[src/rtl/seg_display_ctrl.sv]
// seg_display_ctrl: arbitrates game-over/hit/pause/score contents and scans a 4-digit 7-segment display
module seg_display_ctrl #(
    parameter int HOLD_FRAMES  = 250,
    parameter int BLINK_FRAMES = 48
) (
    input  logic       segclk,
    input  logic       clr,
    input  logic [1:0] lives,
    input  logic       score_inc,
    input  logic       new_game,
    input  logic       hit_pulse,
    input  logic       paused,
    input  logic       game_over,
    output logic [6:0] seg,
    output logic [3:0] an,
    output logic [1:0] mode
);
    typedef enum logic [1:0] {NORMAL, PAUSE, HIT, OVER} mode_t;

    localparam logic [6:0] BLANK = 7'b1111111;
    localparam logic [6:0] CH_E = 7'b0000110, CH_N = 7'b0101011, CH_D = 7'b0100001;
    localparam logic [6:0] CH_P = 7'b0001100, CH_A = 7'b0001000, CH_U = 7'b1000001;
    localparam logic [6:0] CH_S = 7'b0010010, CH_H = 7'b0001001, CH_I = 7'b1001111;
    localparam logic [6:0] CH_T = 7'b0000111;

    function automatic logic [6:0] digit7(input logic [3:0] d);
        case (d)
            4'd0: digit7 = 7'b1000000;
            4'd1: digit7 = 7'b1001111;
            4'd2: digit7 = 7'b0100100;
            4'd3: digit7 = 7'b0110000;
            4'd4: digit7 = 7'b0011001;
            4'd5: digit7 = 7'b0010010;
            4'd6: digit7 = 7'b0000010;
            4'd7: digit7 = 7'b1111000;
            4'd8: digit7 = 7'b0000000;
            4'd9: digit7 = 7'b0010000;
            default: digit7 = BLANK;
        endcase
    endfunction

    mode_t       mode_q, mode_nx;
    logic [1:0]  idx;
    logic [11:0] score, score_nx, snap;
    logic [7:0]  hold, hold_nx, blink, blink_nx;
    logic        pending, pending_nx, boundary, p, off, can_inc;
    logic [3:0]  nib;
    logic [6:0]  seg_nx;

    always_comb begin
        boundary   = idx == 2'd3;
        p          = ~game_over & ~new_game & (pending | hit_pulse);
        hold_nx    = new_game ? 8'd0 : p ? 8'(HOLD_FRAMES) : (hold != 8'd0 ? hold - 8'd1 : 8'd0);
        mode_nx    = game_over ? OVER : hold_nx != 8'd0 ? HIT : paused ? PAUSE : NORMAL;
        blink_nx   = (mode_nx != OVER || mode_q != OVER || blink == 8'(2 * BLINK_FRAMES - 1)) ? 8'd0 : blink + 8'd1;
        pending_nx = (new_game | game_over | boundary) ? 1'b0 : (pending | hit_pulse);
        can_inc    = score_inc & ~game_over & (mode_q != OVER) & (score != 12'h999);
        score_nx   = new_game ? 12'h000 :
                     !can_inc ? score :
                     score[3:0] != 4'd9 ? {score[11:4], score[3:0] + 4'd1} :
                     score[7:4] != 4'd9 ? {score[11:8], score[7:4] + 4'd1, 4'd0} :
                     {score[11:8] + 4'd1, 8'h00};
        off        = mode_q == OVER && blink >= 8'(BLINK_FRAMES);
        nib        = idx == 2'd0 ? {2'b00, lives} : idx == 2'd1 ? snap[11:8] : idx == 2'd2 ? snap[7:4] : snap[3:0];
        seg_nx     = BLANK;
        case (mode_q)
            NORMAL: seg_nx = digit7(nib);
            PAUSE:  seg_nx = idx == 2'd0 ? CH_P : idx == 2'd1 ? CH_A : idx == 2'd2 ? CH_U : CH_S;
            HIT:    seg_nx = idx == 2'd0 ? CH_H : idx == 2'd1 ? CH_I : idx == 2'd2 ? CH_T : BLANK;
            OVER:   seg_nx = off ? BLANK : idx == 2'd0 ? CH_E : idx == 2'd1 ? CH_N : idx == 2'd2 ? CH_D : BLANK;
            default: seg_nx = BLANK;
        endcase
    end

    // Mode, snapshot and blink only move on the idx3 edge so a frame never mixes contents
    always_ff @(posedge segclk) begin
        if (clr) begin
            idx     <= 2'd0;
            seg     <= BLANK;
            an      <= 4'b1111;
            mode_q  <= NORMAL;
            score   <= 12'h000;
            snap    <= 12'h000;
            hold    <= 8'd0;
            pending <= 1'b0;
            blink   <= 8'd0;
        end else begin
            idx     <= idx + 2'd1;
            seg     <= seg_nx;
            an      <= ~(4'b1000 >> idx);
            score   <= score_nx;
            pending <= pending_nx;
            if (boundary || new_game) hold <= hold_nx;
            if (boundary) begin
                mode_q <= mode_nx;
                snap   <= score;
                blink  <= blink_nx;
            end
        end
    end

    assign mode = mode_q;
endmodule

[config.mk]
export PLATFORM = sky130hd
export DESIGN_NAME = seg_display_ctrl
export DESIGN_NICKNAME = d
export VERILOG_FILES = /design/src/rtl/seg_display_ctrl.sv
export SDC_FILE = /design/constraint.sdc
export NUM_CORES = 1
export LEC_CHECK = 0
export CAP_MARGIN = 25
export CORE_UTILIZATION = 30
export DETAILED_ROUTE_END_ITERATION = 12
export SYNTH_ARGS = -nofsm -noshare
export SYNTH_HDL_FRONTEND = slang
export SYNTH_SLANG_ARGS = --single-unit
export TNS_END_PERCENT = 1
[constraint.sdc]
create_clock -name segclk -period 2.78 [get_ports segclk]
set_clock_uncertainty 0.2 [all_clocks]
set_input_delay 0.417 -clock segclk [delete_from_list [all_inputs] [get_ports segclk]]
set_output_delay 0.417 -clock segclk [all_outputs]
set_load 0.1 [all_outputs]
==> results.md <==
- Outcome: completed
- Synth cell types: 67
- Fmax: 389 MHz
- RR Endpoint: seg[1]
- Area growth syn-to-layout: 14.0%
- Router iterations before antenna repair: 4
- Syn Std Cell Area: 2950 um^2
- # resized after CTS: 0
- Worst skew pair latency: 0.30 ns
- Ant diodes: 0
- Busiest grt layer: met2
- R2R cell count: 9
- Post-synth EDFFs: 0
- Via/cell ratio: 4.81
- Mean post-synth cell area: 8.86 um^2
- Initial Util: 31.5%
- Wire per inst: 12.8 um
- GR Util met3: 2.62%
- CP Class: flop to flop
- Unrepaired setup endpoints after global routing: no
- Total GRT Usage: 12.8%
- H-tree Lvls: 2
- Tcrit/Tclk final: 92.4%
- Placer Congestion: 0.844
- Fraction of layout cells with a size suffix above 1: 12.7%
- GR met2 Demand/Resource: 20.7%
- Hold Crit Class: flop to flop
- Sw frac: 35.9%
- Antenna viol nets, final: 0
- Clk slew on worst S/H paths: 0.11 ns
- Syn_nets: 356
- Pint: 1.18 mW
- Sequential fraction of the synthesis area: 38.0%
- # DRC: 0
- # setup viols final: 0
- Hold WS: 0.277 ns
- IO Count: 22
- CTS Buf Count: 5
- Vias: 2322
- Gate Count Post-Synth: 333
- Total negative setup slack: 0 ns
- Reg power frac: 47.2%
- IO buf count: 21
- Clock power frac: 24.8%
- Synthesized flop and latch total: 56
- Pin count of the biggest net entering global routing: 29
- Post-route minimum period: 2.57 ns
- VDD IR max: 0.226 mV
- CTS max path bufs: 2
- Psw: 661 uW
- CP Data Required Time: 2.78 ns
- Clk root buf: clkbuf_8
- Global-route wire length before repair: 10400 um
- Total length of routed wires: 6170 um
- Worst Setup EP: seg[1]
- Reg-to-Reg Start: idx[0]
- Num Clock Sinks: 56
- Row count: 35
- CTS Hold Buffers Added: 0
- Synth Warn #: 0
- Post-CTS Setup Inserts: 0
- Post-DP HPWL: 4570 um
- Logic gate share of total power: 28.0%
- Startpoint Class: flop
- PD cells: 546 nW/um^2
- P_leak: 1.26 nW
- Flop-to-flop setup slack: 0.21 ns
- Top FF cell, synth: dfxtp_1
- Grt ovf: 0
- Max Cap Viol: 0
- Max transition margin: 65.5%
- Total Die Area: 10200 um^2
- 1st-iter DRT viols: 73
- Die width: 101 um
- Initial antenna violation count: 0
- Core ar.: 9370 um^2
- Crit. Startpoint: idx[0]
- Final Hold Fails: 0
- Vias in the first global route: 2183
- Met1 Track Usage GR: 17.5%
- CTS tree: built
- Post-synth ARST share: 0%
- WP data arrival: 2.57 ns
- Nets: 376
- Die Height: 101 um
- CP Capture Type: flop
- Pins Over Slew Limit: 0
- Tightest Pin Transition: 0.517 ns
- Crit-path max FO: 8
==> cell families after synthesis <==
logic type	after synthesis	share of synthesized area, %
flip-flops	56	38.0
AND/OR/NAND/NOR	123	22.2
AO/OA/AOI/OAI	71	17.3
XOR/XNOR	17	5.04
adder cells (fa/ha/maj)	14	5.93
buffers and inverters	32	4.49
multiplexers	20	7.04
==> sequential cells by signal, indices dropped and copies added, names as in the netlist, 2 cells and up <==
signal,flops
blink,8
mode,2
score,12
seg,7
snap,12
an,4
idx,2
hold,8
==> worst min-delay path by stage <==
stage	slack [ns]	to	depth (start not counted)	from
6_report	0.28	idx[0]	1	idx[0]
5_1_grt	0.32	idx[0]	1	idx[0]
4_1_cts	0.28	idx[0]	1	idx[0]
3_5_place_dp	0.26	idx[0]	1	idx[0]
3_3_place_gp	0.25	idx[0]	1	idx[0]
2_1_floorplan	0.23	idx[0]	1	idx[0]
==> layout by cell type (no fill, tap or decap), types with 3 or more instances in the layout <==
cell type	instances
dfxtp_1	56
nor2_1	46
nand2_1	21
buf_4	20
mux2i_1	17
o21ai_0	17
inv_1	16
a21oi_1	16
ha_1	14
xor2_1	9
nand4_1	8
xnor2_1	8
clkdlybuf4s50_1	8
nor2b_1	7
nand3_1	7
clkbuf_8	5
o211ai_1	4
nor3_1	4
nor3b_1	3
a21o_1	3
a211oi_1	3
or2_2	3
nand2b_1	3
a31oi_1	3
==> worst max-delay path, cell delays in order, from the launching register on <==
cell      delay (ns)
dfxtp_1         0.39
inv_1           0.10
ha_1            0.33
mux2i_1         0.18
a221oi_2        0.29
inv_1           0.12
ha_1            0.33
nand2_1         0.09
a21oi_2         0.06
a2111o_1        0.39
==> stage by stage <==
step                setup slack, ns  total power [mW]  instance area [um^2]  util, %  instances
floorplan                     0.118              1.29                  2950        -        333
global placement              0.296              1.40                  3270     34.9        475
detailed placement            0.201              1.40                  3270     34.9        475
CTS                           0.202              1.86                  3370     35.9        483
global route                 0.0496              1.94                  3370     35.9        483
finish                        0.211              1.84                  3370     35.9        483
==> area by class of cell <==
class / count / area [um^2]
Clock buffer: 5 / 68.8
Clock inverter: 3 / 22.5
Fill cell: 976 / 6010
Inverter: 17 / 63.8
Multi-Input combinational cell: 245 / 1700
Sequential cell: 56 / 1120
Tap cell: 129 / 161
Timing Repair Buffer: 28 / 230
==> synth_stat cells, types with 2 or more instances <==
cell type	instances	area share [%]
o211a_1	2	0.68
o211ai_1	4	1.0
or2_2	3	0.64
mux2_2	2	0.76
a21oi_2	2	0.59
o21ai_0	17	2.9
clkbuf_1	9	1.1
nand2b_1	3	0.64
a211oi_1	3	0.76
a21oi_1	16	2.7
o21a_1	2	0.51
inv_1	16	2.0
nor3_1	4	0.68
nand4_1	8	1.7
mux2i_1	17	5.8
xnor2_1	8	2.4
nor2_1	46	5.9
nor3b_1	3	0.76
and2_1	2	0.42
a21o_1	3	0.76
and3b_1	2	0.59
ha_1	14	5.9
nor4b_1	2	0.59
buf_1	3	0.38
xor2_1	9	2.7
nand3_1	7	1.2
a31oi_1	3	0.64
nor2b_1	7	1.5
nor4_1	2	0.42
and3_1	2	0.42
nand2_1	21	2.7
dfxtp_1	56	38
==> power by group through the flow <==
stage	clock network [mW]	logic (mW)	registers, mW
finish	0.457	0.514	0.868
CTS	0.478	0.517	0.868
global route	0.509	0.554	0.873
detailed placement	0	0.516	0.887
global placement	0	0.512	0.885
floorplan	0	0.235	1.05
==> per-layer routing <==
metal	vias up	routed length (um)	share of wire [%]
li1	1213	-	-
met1	1083	3230	52
met2	22	2760	45
met3	4	118	1.9
met4	0	59	0.96
met5	-	0	0
No activity file was read; power rests on OpenSTA's default activity.
